--- src/rtl/sisc_defs.sv ---
// Shared SISC definitions: controller state encodings, opcodes and ALU operand-select codes.
package sisc_defs;

   localparam logic [2:0] ST_START0    = 3'd0;
   localparam logic [2:0] ST_START1    = 3'd1;
   localparam logic [2:0] ST_FETCH     = 3'd2;
   localparam logic [2:0] ST_DECODE    = 3'd3;
   localparam logic [2:0] ST_EXECUTE   = 3'd4;
   localparam logic [2:0] ST_MEM       = 3'd5;
   localparam logic [2:0] ST_WRITEBACK = 3'd6;
   localparam logic [2:0] ST_HALT      = 3'd7;

   localparam logic [3:0] OP_NOP = 4'h0;
   localparam logic [3:0] OP_BRA = 4'h2;
   localparam logic [3:0] OP_BRR = 4'h3;
   localparam logic [3:0] OP_ALU = 4'h8;
   localparam logic [3:0] OP_HLT = 4'hF;

   localparam logic [1:0] ALU_RR = 2'b00;
   localparam logic [1:0] ALU_RI = 2'b01;

   function automatic logic op_defined(input logic [3:0] op);
      return (op == OP_NOP) || (op == OP_BRA) || (op == OP_BRR) ||
             (op == OP_ALU) || (op == OP_HLT);
   endfunction

endpackage

--- src/rtl/ctrl_unit_if.sv ---
// Instruction-field / status inputs and datapath control strobes between controller and datapath.
interface ctrl_unit_if;

   logic [3:0] opcode;
   logic [3:0] mm;
   logic [3:0] stat;
   logic       ir_load;
   logic       pc_write;
   logic       pc_sel;
   logic       br_sel;
   logic [1:0] alu_op;
   logic       stat_en;
   logic       rf_we;
   logic       wb_sel;
   logic       halted;

   modport master (
      input  opcode, mm, stat,
      output ir_load, pc_write, pc_sel, br_sel, alu_op, stat_en, rf_we, wb_sel, halted
   );

   modport slave (
      output opcode, mm, stat,
      input  ir_load, pc_write, pc_sel, br_sel, alu_op, stat_en, rf_we, wb_sel, halted
   );

endinterface

--- src/rtl/ctrl_unit.sv ---
// SISC multicycle controller: one state register, combinational next-state and Moore/Mealy control decode.
module ctrl_unit
   import sisc_defs::*;
#(
   parameter bit HALT_ON_ILLEGAL = 1'b0
) (
   input  logic         clk,
   input  logic         rst_f,
   ctrl_unit_if.master  bus
);

   logic [2:0] state_q;
   logic [2:0] state_d;

   logic       ir_load;
   logic       pc_write;
   logic       pc_sel;
   logic       br_sel;
   logic [1:0] alu_op;
   logic       stat_en;
   logic       rf_we;
   logic       wb_sel;
   logic       halted;

   logic       is_alu;
   logic       is_branch;
   logic [1:0] alu_code;

   // An empty condition mask means "branch always".
   function automatic logic br_taken(input logic [3:0] mask, input logic [3:0] flags);
      return (mask == 4'b0000) || ((mask & flags) != 4'b0000);
   endfunction

   assign is_alu    = (bus.opcode == OP_ALU);
   assign is_branch = (bus.opcode == OP_BRA) || (bus.opcode == OP_BRR);
   assign alu_code  = bus.mm[3] ? ALU_RI : ALU_RR;

   always_ff @(posedge clk or negedge rst_f) begin
      if (!rst_f) state_q <= ST_START0;
      else        state_q <= state_d;
   end

   always_comb begin
      state_d = state_q;
      case (state_q)
         ST_START0:    state_d = ST_START1;
         ST_START1:    state_d = ST_FETCH;
         ST_FETCH:     state_d = ST_DECODE;
         ST_DECODE: begin
            if ((bus.opcode == OP_HLT) || (HALT_ON_ILLEGAL && !op_defined(bus.opcode)))
               state_d = ST_HALT;
            else
               state_d = ST_EXECUTE;
         end
         ST_EXECUTE:   state_d = ST_MEM;
         ST_MEM:       state_d = ST_WRITEBACK;
         ST_WRITEBACK: state_d = ST_FETCH;
         ST_HALT:      state_d = ST_HALT;
         default:      state_d = ST_START0;
      endcase
   end

   // Outputs are forced low while reset is asserted so nothing leaks during the reset edge.
   always_comb begin
      ir_load  = 1'b0;
      pc_write = 1'b0;
      pc_sel   = 1'b0;
      br_sel   = 1'b0;
      alu_op   = ALU_RR;
      stat_en  = 1'b0;
      rf_we    = 1'b0;
      wb_sel   = 1'b0;
      halted   = 1'b0;
      if (rst_f) begin
         case (state_q)
            ST_FETCH: begin
               ir_load  = 1'b1;
               pc_write = 1'b1;
            end
            ST_EXECUTE: begin
               if (is_alu) begin
                  alu_op  = alu_code;
                  stat_en = 1'b1;
               end
               if (is_branch && br_taken(bus.mm, bus.stat)) begin
                  pc_write = 1'b1;
                  pc_sel   = 1'b1;
                  br_sel   = (bus.opcode == OP_BRR);
               end
            end
            ST_MEM: begin
               if (is_alu) alu_op = alu_code;
            end
            ST_WRITEBACK: begin
               if (is_alu) begin
                  alu_op = alu_code;
                  rf_we  = 1'b1;
               end
            end
            ST_HALT:  halted = 1'b1;
            default: ;
         endcase
      end
   end

   assign bus.ir_load  = ir_load;
   assign bus.pc_write = pc_write;
   assign bus.pc_sel   = pc_sel;
   assign bus.br_sel   = br_sel;
   assign bus.alu_op   = alu_op;
   assign bus.stat_en  = stat_en;
   assign bus.rf_we    = rf_we;
   assign bus.wb_sel   = wb_sel;
   assign bus.halted   = halted;

endmodule

--- src/flat_wrapper.sv ---
// flat-port wrapper written by rule: the top's interface ports become plain ports
module ctrl_unit_flat import sisc_defs::*;
#(
   parameter bit HALT_ON_ILLEGAL = 1'b0
)
  (clk, rst_f, bus_opcode, bus_mm, bus_stat, bus_ir_load, bus_pc_write, bus_pc_sel, bus_br_sel, bus_alu_op, bus_stat_en, bus_rf_we, bus_wb_sel, bus_halted);
  ctrl_unit_if bus_i ();
  input  logic clk;
  input  logic rst_f;
  input wire logic [$bits(bus_i.opcode)-1:0] bus_opcode;
  input wire logic [$bits(bus_i.mm)-1:0] bus_mm;
  input wire logic [$bits(bus_i.stat)-1:0] bus_stat;
  output wire logic [$bits(bus_i.ir_load)-1:0] bus_ir_load;
  output wire logic [$bits(bus_i.pc_write)-1:0] bus_pc_write;
  output wire logic [$bits(bus_i.pc_sel)-1:0] bus_pc_sel;
  output wire logic [$bits(bus_i.br_sel)-1:0] bus_br_sel;
  output wire logic [$bits(bus_i.alu_op)-1:0] bus_alu_op;
  output wire logic [$bits(bus_i.stat_en)-1:0] bus_stat_en;
  output wire logic [$bits(bus_i.rf_we)-1:0] bus_rf_we;
  output wire logic [$bits(bus_i.wb_sel)-1:0] bus_wb_sel;
  output wire logic [$bits(bus_i.halted)-1:0] bus_halted;
  assign bus_i.opcode = bus_opcode;
  assign bus_i.mm = bus_mm;
  assign bus_i.stat = bus_stat;
  assign bus_ir_load = bus_i.ir_load;
  assign bus_pc_write = bus_i.pc_write;
  assign bus_pc_sel = bus_i.pc_sel;
  assign bus_br_sel = bus_i.br_sel;
  assign bus_alu_op = bus_i.alu_op;
  assign bus_stat_en = bus_i.stat_en;
  assign bus_rf_we = bus_i.rf_we;
  assign bus_wb_sel = bus_i.wb_sel;
  assign bus_halted = bus_i.halted;
  ctrl_unit #(.HALT_ON_ILLEGAL(HALT_ON_ILLEGAL)) u_core (.clk(clk), .rst_f(rst_f), .bus(bus_i));
endmodule
--- config.mk ---
export PLATFORM = sky130hd
export DESIGN_NAME = ctrl_unit_flat
export DESIGN_NICKNAME = d
export VERILOG_FILES = /design/src/rtl/sisc_defs.sv /design/src/rtl/ctrl_unit_if.sv /design/src/rtl/ctrl_unit.sv /design/src/flat_wrapper.sv
export SDC_FILE = /design/constraint.sdc
export NUM_CORES = 1
export LEC_CHECK = 0
export BUFFER_PORTS_ARGS = -buffer_cell sky130_fd_sc_hd__buf_4
export CAP_MARGIN = 20
export CORE_AREA = 2 2 39 41
export CTS_CLUSTER_SIZE = 16
export DETAILED_ROUTE_END_ITERATION = 10
export DIE_AREA = 0 0 41 43
export GPL_TIMING_DRIVEN = 0
export HOLD_SLACK_MARGIN = 0.15
export SLEW_MARGIN = 10
export SYNTH_ARGS = -nofsm -noshare
export SYNTH_HDL_FRONTEND = slang
export SYNTH_SLANG_ARGS = --single-unit
--- constraint.sdc ---
create_clock -name clk -period 2.7 [get_ports clk]
set_clock_uncertainty 0.1 [all_clocks]
set_input_delay 0.54 -clock clk [delete_from_list [all_inputs] [get_ports clk]]
set_output_delay 0.54 -clock clk [all_outputs]
set_load 0.02 [all_outputs]
# Word-level counts from Yosys, hierarchy flattened
# Cells that the tools add are included.
# op_classes
eq_ne	11
n_reduce_logical	8
n_bitwise	1
n_mux	23
# ops
op	n
case mux 3 bit (7 select lines)	1
two-way mux 1 bit	17
equality test 3 bit (second input constant)	4
equality test 4 x 2 -> 1 bit (second input constant)	2
equality test 4 bit (second input constant)	2
two-way mux 2 bit	4
equality test 3 x 2 -> 1 bit (second input constant)	2
AND 4 bit	1
logical NOT 4 bit	1
nonzero test 4 bit	1
equality test 3 x 1 -> 1 bit (second input constant)	1
logical NOT 3 bit	1
OR reduction 3 bit	1
logical OR 1 bit	2
case mux 1 bit (2 select lines)	1
OR reduction 2 bit	1
logical AND 1 bit	1
# totals
regBits	3
wordCells	44

# Logic depth before layout (Yosys ltp)
# logic_depth
word_depth	7
ltp_mapped	3
mapped_depth_nobuf	3

# Least setup slack after synthesis
# OpenSTA, ideal clock, no wires.
# synth_timing
kind	in2out
from	input rst_f
to	output bus_pc_write
path_buffers	0
stages	2
setup_slack_ps	421
arrival_time_ps	1639
cell_sequence	nor4bb_1 -> o21bai_1
# synth_via
elab_chain_cells	1
# synth_lines
element	line	text
start, declared	flat_wrapper.sv:9	input logic rst_f;
two-way mux 1 bit	ctrl_unit.sv:74	if (rst_f) begin
end, declared	flat_wrapper.sv:14	output wire logic [$bits(bus_i.pc_write)-1:0] bus_pc_write;
# No other way between the ends.

# Worst setup path after layout
# Same ends and word-level chain as after synthesis.

==> flow_summary_export.csv <==
group,metric,value,unit
finish,num-nets-final,74,
sta,drv_slew,0,
min_path,min_path_type,"reg2reg",
yosys,synth-seq-cells,3,
yosys,yosysWarningCount,0,
setup_path,cp-endpoint,"bus_pc_write",
cts,cts-root-buf,"clkbuf_4",
setup_path,crit_chain,"dlygate4sd3_1 > buf_4 > nor4bb_1 > o21bai_1 > buf_4",
placement,port_buffers,21,
setup_path,cpMostUsedCell,"buf_4",
finish,multi_input_area,165.2,µm²
floorplanning,rows,14,
cts,htreeDepth,1,
power_and_ir_drop,p_int,0.1902,mW
sta,fmax,387.9,MHz
finish,layout-drive-gt1-share,47.46,%
cts,cts_setup_buffers,0,
placement,hpwl,585,µm
global_route,top_usage_layer,"met2",
detailed_routing,postRouteAntennaNets,0,
setup_path,critPathLaunchType,"input pin",
detailed_routing,totalWireLength,715,µm
yosys,yosys-top-cells-area,"dfrtp_1 29%, buf_4 5.8%, nor2_1 5.8%, nor3b_2 4.8%, and3_4 4.3%",
detailed_routing,drc,0,
finish,area_delta_synth_final,84.06,%
global_route,grt-ovfl-total,0,
sta,tns,0,ns
yosys,synth_most_common_cell,"nor2_1",
yosys,synth_fa_ha_area_share,0,%
global_route,use_met2,11.88,%
yosys,yosys.area.top_type,"dfrtp_1",
yosys,synth-compound-area-share,18.84,%
cts,cts_num_sinks,3,
detailed_routing,via_per_inst,4.413,
floorplanning,die_y,43,µm
yosys,synthMuxAreaShare,0,%
sta,rsz0062_at_grt,"no",
yosys,async_reset_ff_share,100.0,%
setup_path,reg2reg_slack,1.69,ns
sta,hold_viol,0,
sta,finalSetupViolCount,0,
finish,nFillCells,155,
global_route,use_met1,11.29,%
global_route,grt_pass1_vias,269,
setup_path,required,2.06,ns
power_and_ir_drop,switching_share,39.15,%
setup_path,end_kind,"output port",
yosys,syn_avg_cell_area,8.094,µm²
power_and_ir_drop,ir_drop,0.2520,mV
cts,clk_pin_slew,0.04,ns
detailed_routing,wire_per_inst,9.533,µm
global_route,grtUsageTotal,8.543,%
yosys,synth_xor_area_share,0,%
sta,period_minus_slack,2.578,ns
power_and_ir_drop,p_sw,0.1223,mW
power_and_ir_drop,pwr-share-seq,32.3,%
run,drv_cap,0,
setup_path,slowest_stage,"dlygate4sd3_1",
finish,layoutNonFillerInstCount,75,
setup_path,cp.depth,5,
sta,post-route-period-util,95.49,%
setup_path,crit_buf_inv,3,
cts,cts_made_buffers,3,
floorplanning,initial_core_util,18.72,%
global_route,grt_max_degree,8,
setup_path,r2r_end,"u_core.state_q[0]",
power_and_ir_drop,power_density,655.6,nW/µm²
yosys,ys.flop_type,"dfrtp_1",
yosys,ys_types,22,
cts,clk_path_buf_depth,2,
placement,place.gp.congestion,0.6171,
detailed_routing,drtPass1Iterations,4,
yosys,synth_top_area_share,28.99,%
global_route,gr-usage-met3,4.712,%
setup_path,cp-startpoint,"rst_f",
status,status,"completed",
floorplanning,die_x,41,µm
power_and_ir_drop,clkPwrFrac,25.2,%
finish,fin_util,34.45,%
placement,place_inst,70,
yosys,ys_seq_area_share,28.99,%
detailed_routing,drtIter0Drc,10,
setup_path,crit_path_max_incr_delay,0.52,ns
yosys,syn_inst,32,
power_and_ir_drop,leakage,0.2467,nW
global_route,antenna_found_initial,0,
min_path,whs_path_depth,1,
setup_path,arrival,1.94,ns
floorplanning,num_io_pins,24,
power_and_ir_drop,combPwrFrac,42.5,%
setup_path,critical_path_class,"in2out",
detailed_routing,vias,331,
finish,regArea,75.07,µm²
yosys,syn_area,259.0,µm²
yosys,yosys.area_share.simple,42.03,%
yosys,ys_top_cells_by_count,"4 x nor2_1, 3 x dfrtp_1, 3 x nand2_1",
cts,clock_latency,0.23,ns
global_route,grt_pass1_wl,1021,µm
yosys,synth_enable_flop_cells,0,
floorplanning,core_area,1384,µm²
cts,cts_tree,"done",
setup_path,worst_r2r_path_depth,2,
floorplanning,dieArea,1763,µm²
finish,antenna_cells,0,
setup_path,cp_max_fo,6,
yosys,synth_top_family_by_area,"simple AND/OR/NAND/NOR gates",
setup_path,crit_family,"buffers and inverters",
[metrics by stage]
step	hold slack (ns)	setup slack [ns]	power [mW]	area, µm²
after CTS	0.4854	0.1175	0.3185	476.7
after global routing	0.5049	0.04336	0.3428	476.7
after detailed placement	0.2429	0.3995	0.2331	440.4
after global placement	0.2418	0.4036	0.2341	440.4
after floorplan	0.1444	0.4211	0.1785	262.8
final	0.4805	0.1218	0.3125	476.7
[how the worst min path moves through the flow]
stage / slack [ns] / startpoint / end
floorplan: 0.14 / rst_f / async pin
global placement: 0.24 / rst_f / u_core.state_q[0]
detailed placement: 0.24 / rst_f / async pin
CTS: 0.49 / u_core.state_q[1] / flop
global route: 0.50 / u_core.state_q[1] / flop
finish: 0.48 / u_core.state_q[1] / flop
[cells by family after synthesis]
group / count (synthesis)
AND/OR/NAND/NOR: 17
AO/OA/AOI/OAI: 7
buffers and inverters: 4
flip-flops: 3
other: 1
[routing by layer]
metal / up-vias / wire, µm
met5: - / 0
met4: 0 / 0
met3: 0 / 86
met2: 18 / 335
met1: 145 / 293
li1: 168 / -
[layout make-up]
class                      count  share of cell area (%)
buffer                         2                   3.150
multi-input combinational     26                   34.65
inverter                       2                   1.575
clock buffer                   4                   5.512
sequential                     3                   15.75
tap                           16                   4.199
timing repair buffer          22                   35.17
[layout by cell type (no fill, tap or decap), types with 2 or more instances in the layout]
cell	netlist	final
clkbuf_4	0	3
conb_1	1	2
dfrtp_1	3	3
o21ai_0	2	2
nor2_1	4	4
inv_1	2	2
buf_4	2	23
nand2_1	3	3
[power by group through the flow]
stage	clock (mW)	combinational, mW	sequential (mW)
floorplan	0	0.0854	0.0931
global placement	0	0.131	0.103
detailed placement	0	0.131	0.102
CTS	0.0828	0.134	0.101
global route	0.0888	0.149	0.105
finish	0.0787	0.133	0.101
[worst register-to-register path: stages (launching register included)]
cell	delay, ns
dfrtp_1	0.41
a41oi_1	0.23
o21ai_0	0.13
[repair_timing]
item                                   4_1_cts  5_1_grt
endpoints found under the hold margin        3        0
hold buffers                                 1        0
gates resized for setup                      0        0
Note: power is estimated with default switching activity, not from simulation.
